**src/rtl/vip_morph_pkg.sv**
```systemverilog
// Shared encodings and helpers for the 1-bit morphology frame controller.
package vip_morph_pkg;

  localparam logic [1:0] MODE_BYPASS = 2'b00;
  localparam logic [1:0] MODE_ERODE  = 2'b01;
  localparam logic [1:0] MODE_DILATE = 2'b10;
  localparam logic [1:0] MODE_RSVD   = 2'b11;

  typedef enum logic {
    ST_IDLE   = 1'b0,
    ST_ACTIVE = 1'b1
  } state_t;

  // The reserved encoding is never put in force; it behaves as bypass.
  function automatic logic [1:0] mode_effective(input logic [1:0] mode);
    return (mode == MODE_RSVD) ? MODE_BYPASS : mode;
  endfunction

  function automatic logic [9:0] sat_inc10(input logic [9:0] v);
    return (v == 10'h3FF) ? v : v + 10'd1;
  endfunction

endpackage

```
**src/rtl/vip_edge_detect.sv**
```systemverilog
// Registers a 1-bit level and emits registered one-cycle rise/fall pulses.
module vip_edge_detect (
  input  logic i_clk,
  input  logic i_rst_n,
  input  logic i_sig,
  output logic o_level,
  output logic o_rise,
  output logic o_fall
);

  logic r_level;
  logic r_rise;
  logic r_fall;

  always_ff @(posedge i_clk) begin
    if (!i_rst_n) begin
      r_level <= 1'b0;
      r_rise  <= 1'b0;
      r_fall  <= 1'b0;
    end else begin
      r_level <= i_sig;
      r_rise  <= i_sig & ~r_level;
      r_fall  <= ~i_sig & r_level;
    end
  end

  assign o_level = r_level;
  assign o_rise  = r_rise;
  assign o_fall  = r_fall;

endmodule

```
**src/rtl/vip_morph_frame_ctrl.sv**
```systemverilog
// Frame controller for the 3x3 morphology unit: per-frame mode shadowing,
// pixel coordinate/border tracking and frame geometry checking.
module vip_morph_frame_ctrl
  import vip_morph_pkg::*;
#(
  parameter logic [9:0] IMG_HDISP = 10'd640,
  parameter logic [9:0] IMG_VDISP = 10'd480
) (
  input  logic       i_clk,
  input  logic       i_rst_n,
  input  logic       i_cfg_valid,
  input  logic [1:0] i_cfg_mode,
  output logic       o_cfg_ready,
  input  logic       i_per_frame_vsync,
  input  logic       i_per_frame_href,
  input  logic       i_per_frame_clken,
  output logic       o_ctrl_frame_vsync,
  output logic       o_ctrl_frame_href,
  output logic       o_ctrl_frame_clken,
  output logic [1:0] o_morph_mode,
  output logic [9:0] o_pix_x,
  output logic [9:0] o_pix_y,
  output logic       o_border_flag,
  output logic       o_frame_done,
  output logic       o_frame_err,
  output logic [7:0] o_frame_cnt
);

  logic       w_vs_level, w_vs_rise, w_vs_fall;
  logic       w_hs_level, w_hs_rise, w_hs_fall;
  logic       w_unused;
  logic       w_accept, w_fs, w_fe, w_le, w_hs, w_border;
  logic [9:0] w_x_inc, w_y_inc;

  state_t     r_state;
  logic       r_armed;
  logic       r_ctrl_clken;
  logic [9:0] r_x, r_y;
  logic [9:0] r_pix_x, r_pix_y;
  logic       r_border;
  logic       r_cfg_ready;
  logic       r_pend_valid;
  logic [1:0] r_pend_mode;
  logic [1:0] r_morph_mode;
  logic       r_frame_done;
  logic       r_frame_err;
  logic [7:0] r_frame_cnt;

  vip_edge_detect u_vs_edge (
    .i_clk   (i_clk),
    .i_rst_n (i_rst_n),
    .i_sig   (i_per_frame_vsync),
    .o_level (w_vs_level),
    .o_rise  (w_vs_rise),
    .o_fall  (w_vs_fall)
  );

  vip_edge_detect u_hs_edge (
    .i_clk   (i_clk),
    .i_rst_n (i_rst_n),
    .i_sig   (i_per_frame_href),
    .o_level (w_hs_level),
    .o_rise  (w_hs_rise),
    .o_fall  (w_hs_fall)
  );

  assign w_unused = w_hs_rise;

  // A vsync already high out of reset must not open a frame: arm on a low level first.
  assign w_fs     = w_vs_rise & r_armed;
  assign w_fe     = w_vs_fall;
  assign w_le     = w_hs_fall | (w_fe & w_hs_level);
  assign w_accept = i_per_frame_href & i_per_frame_clken;
  assign w_hs     = i_cfg_valid & r_cfg_ready;
  assign w_x_inc  = w_accept ? sat_inc10(r_x) : r_x;
  assign w_y_inc  = w_le ? sat_inc10(r_y) : r_y;
  assign w_border = (r_x == 10'd0) | (r_x == IMG_HDISP - 10'd1) |
                    (r_y == 10'd0) | (r_y == IMG_VDISP - 10'd1);

  always_ff @(posedge i_clk) begin
    if (!i_rst_n) begin
      r_state      <= ST_IDLE;
      r_armed      <= 1'b0;
      r_ctrl_clken <= 1'b0;
      r_x          <= 10'd0;
      r_y          <= 10'd0;
      r_pix_x      <= 10'd0;
      r_pix_y      <= 10'd0;
      r_border     <= 1'b0;
      r_cfg_ready  <= 1'b1;
      r_pend_valid <= 1'b0;
      r_pend_mode  <= MODE_BYPASS;
      r_morph_mode <= MODE_BYPASS;
      r_frame_done <= 1'b0;
      r_frame_err  <= 1'b0;
      r_frame_cnt  <= 8'd0;
    end else begin
      r_armed      <= r_armed | ~i_per_frame_vsync;
      r_ctrl_clken <= i_per_frame_clken;
      r_pix_x      <= r_x;
      r_pix_y      <= r_y;
      r_border     <= (r_state == ST_ACTIVE) & w_accept & w_border;
      r_frame_done <= 1'b0;

      // Handshake only possible while pending is empty, so it never collides
      // with the pending->morph_mode transfer below.
      if (w_hs) begin
        r_pend_mode  <= i_cfg_mode;
        r_pend_valid <= 1'b1;
        r_cfg_ready  <= 1'b0;
      end

      case (r_state)
        ST_IDLE: begin
          r_x <= 10'd0;
          r_y <= 10'd0;
          if (w_fs) begin
            r_state     <= ST_ACTIVE;
            r_frame_err <= 1'b0;
            if (r_pend_valid) begin
              r_morph_mode <= mode_effective(r_pend_mode);
              r_pend_valid <= 1'b0;
              r_cfg_ready  <= 1'b1;
            end
          end
        end
        ST_ACTIVE: begin
          r_x <= w_x_inc;
          if (w_le) begin
            if (w_x_inc != IMG_HDISP) r_frame_err <= 1'b1;
            r_x <= 10'd0;
            r_y <= w_y_inc;
          end
          if (w_fe) begin
            if (w_y_inc != IMG_VDISP) r_frame_err <= 1'b1;
            r_state      <= ST_IDLE;
            r_x          <= 10'd0;
            r_y          <= 10'd0;
            r_frame_done <= 1'b1;
            r_frame_cnt  <= r_frame_cnt + 8'd1;
          end
        end
        default: r_state <= ST_IDLE;
      endcase
    end
  end

  assign o_cfg_ready        = r_cfg_ready;
  assign o_ctrl_frame_vsync = w_vs_level;
  assign o_ctrl_frame_href  = w_hs_level;
  assign o_ctrl_frame_clken = r_ctrl_clken;
  assign o_morph_mode       = r_morph_mode;
  assign o_pix_x            = r_pix_x;
  assign o_pix_y            = r_pix_y;
  assign o_border_flag      = r_border;
  assign o_frame_done       = r_frame_done;
  assign o_frame_err        = r_frame_err;
  assign o_frame_cnt        = r_frame_cnt;

endmodule
```
**config.mk**
```make
export PLATFORM = sky130hd
export DESIGN_NAME = vip_morph_frame_ctrl
export DESIGN_NICKNAME = d
export VERILOG_FILES = /design/src/rtl/vip_morph_pkg.sv /design/src/rtl/vip_edge_detect.sv /design/src/rtl/vip_morph_frame_ctrl.sv
export SDC_FILE = /design/constraint.sdc
export NUM_CORES = 1
export LEC_CHECK = 0
export CAP_MARGIN = 20
export CORE_ASPECT_RATIO = 1.25
export CORE_MARGIN = 3
export CORE_UTILIZATION = 53
export DETAILED_ROUTE_END_ITERATION = 7
export HOLD_SLACK_MARGIN = 0.03
export PLACE_DENSITY = 0.79
export SLEW_MARGIN = 20
export SYNTH_ARGS = -nofsm -noshare
export SYNTH_HDL_FRONTEND = slang
export SYNTH_HIERARCHICAL = 1
export SYNTH_SLANG_ARGS = --single-unit
```
**constraint.sdc**
```tcl
create_clock -name i_clk -period 2.75 [get_ports i_clk]
set_input_delay 0.275 -clock i_clk [delete_from_list [all_inputs] [get_ports i_clk]]
set_output_delay 0.275 -clock i_clk [all_outputs]
set_load 0.01 [all_outputs]
```
==> out/results.txt <==
Dpl ws - 0.504 ns
Worst min-delay path startpoint - r_pend_mode[1]
Drt pass-1 iters - 6
CTS clk-pin slew, worst paths - 0.07 ns
Die area - 0.00638 mm^2
Startpoint types - flip-flop
RSZ-0062 raised after global routing - false
Clock buffer depth - 2
Synth warn - 6
First-pass GRT wire length - 9870 um
Die Wd - 72.1 um
Measured slew at the worst slew-check pin - 0.587 ns
Period Utilization, post-route - 0.826
H-tree depth - 3
Setup violators final - 0
I/O pin count - 45
Max transition margin - 0.605
Worst reg2reg path depth - 7
Post-CTS Resized - 0
Final TNS setup - 0 ns
Total CTS buffers - 9
Hold_buf cts - 0
Sw Ratio - 0.235
Leak Pwr - 1.23 nW
Reg2Reg Capture Point - o_frame_err
Largest net degree at the start of global routing - 45
Post-route minimum period - 2.27 ns
Reg2reg start - r_y[0]
Pint - 1.31 mW
Hold endpoint - r_pend_mode[1]
Starting Density - 0.557
Post-Route WL - 5820 um
Comb pwr share - 0.040
Outcome - complete, no violations
Setup ws final - 0.478 ns
Sequential share of power - 0.564
Hold WC Path Type - reg -> reg
Final hold viol count - 0
Critical-path maximum fanout - 10
Layout area overhead - 19.7%
WP data required - 2.98 ns
Clock Root Buffer - clkbuf_8
Total global-route track usage - 0.199
Final nets - 373
ANT cells - 0
FP Rows - 29
Mapped Nets - 338
Fmax - 440 MHz
Psw - 401 uW
Clock Power Share - 0.396
Layout cells sized above 1 - 0.0658
Die Y - 88.6 um
Crit end category - flip-flop
Drt wl/cell - 13.6 um
Vias in the first global route - 2216
Initial antenna violation count - 0
DR DRC count - 0
Grt total ovfl - 0
Remaining antenna violation count - 0
Post-synthesis cell count - 325
Postcts setup bufs - 0
Worst Clk Skew - 0.0107 ns
Iteration-0 DRC Markers - 129
Fin util - 0.667
Syn Std Cell Area - 0.00289 mm^2
Placed Cells - 411
CTS tree - yes
Mean Syn Cell Area - 8.89 um^2
Clock sink total - 65
Core area - 0.00519 mm^2
VDD IR max - 327 uV
Slew Limit Fails - 0
Worst EP arrival - 2.50 ns
Clock Latency Late Sink - 0.34 ns
Number of port buffers - 44
Via-per-instance ratio - 5.62
PwrDens - 494 mW/mm^2
Dpl hpwl - 4030 um
Number of cells on the worst hold path - 2
Crit path kind - reg -> reg
Worst reg2reg setup slack - 0.48 ns
Number of max-cap violations - 0
Vias - 2398
Non-Filler Instances - 427
Routability cong. - 0.894
sequential cells by signal, summed over array words and instances (netlist names), 2 cells and up:
register	cells
o_pix_x	10
r_y	10
o_morph_mode	2
r_pend_mode	2
o_pix_y	10
o_frame_cnt	8
r_x	10
worst max-delay path: stages (launching register included):
cell and delay, ns:
dfxtp_1 0.38, ha_1 0.33, and4_4 0.26, a41oi_4 0.25
a41oi_1 0.15, or4b_1 0.54, a211oi_2 0.16, o211ai_1 0.09
layout by cell type, fill, tap and decap left out, drive strengths merged, types with 6 or more instances in the layout:
cell type and n:
nand2 36, nand3 9, or3 6, clkdlybuf4s50 44, inv 7, dfxtp 65, nor2 23, and2 33
xor2 7, nor3 9, a21oi 10, clkbuf 10, and3 9, nand4 9, xnor2 9, o21ai 7
a21boi 8, a31oi 6, nand2b 7
routing by layer:
layer	part of all wire	GRT usage
met1	0.44	0.233
met2	0.49	0.329
met4	0.025	0.120
met5	0	0
met3	0.051	0.0489
worst max path at each step:
stage                   to    from  slack [ns]
2_1_floorplan  o_frame_err  r_y[0]        0.55
3_3_place_gp   o_frame_err  r_y[0]        0.57
3_5_place_dp   o_frame_err  r_y[0]        0.50
4_1_cts        o_frame_err  r_y[0]        0.50
5_1_grt        o_frame_err  r_y[0]        0.34
6_report       o_frame_err  r_y[0]        0.48
power by group through the flow:
stage | clock network (mW) | registers (mW) | logic, mW
6_report | 0.677 | 0.964 | 0.0684
5_1_grt | 0.746 | 0.965 | 0.0765
4_1_cts | 0.698 | 0.964 | 0.0694
3_5_place_dp | 0 | 0.985 | 0.0690
3_3_place_gp | 0 | 0.985 | 0.0679
2_1_floorplan | 0 | 0.985 | 0.0341
stage by stage:
stage | instance area (um^2) | power [mW] | hold WS [ns]
6_report | 3460 | 1.71 | 0.483
5_1_grt | 3460 | 1.79 | 0.518
4_1_cts | 3460 | 1.73 | 0.485
3_5_place_dp | 3300 | 1.05 | 0.475
3_3_place_gp | 3300 | 1.05 | 0.467
2_1_floorplan | 2890 | 1.02 | 0.384
final cells by class:
class / instances / area (um^2)
clock inverters: 6 / 35.0
inverters: 7 / 26.3
flip-flops and latches: 65 / 1300
repair buffers: 45 / 448
fillers: 437 / 1730
clock buffers: 10 / 128
multi-input cells: 232 / 1450
well taps: 62 / 77.6
Note: power is estimated with default switching activity, not from simulation.
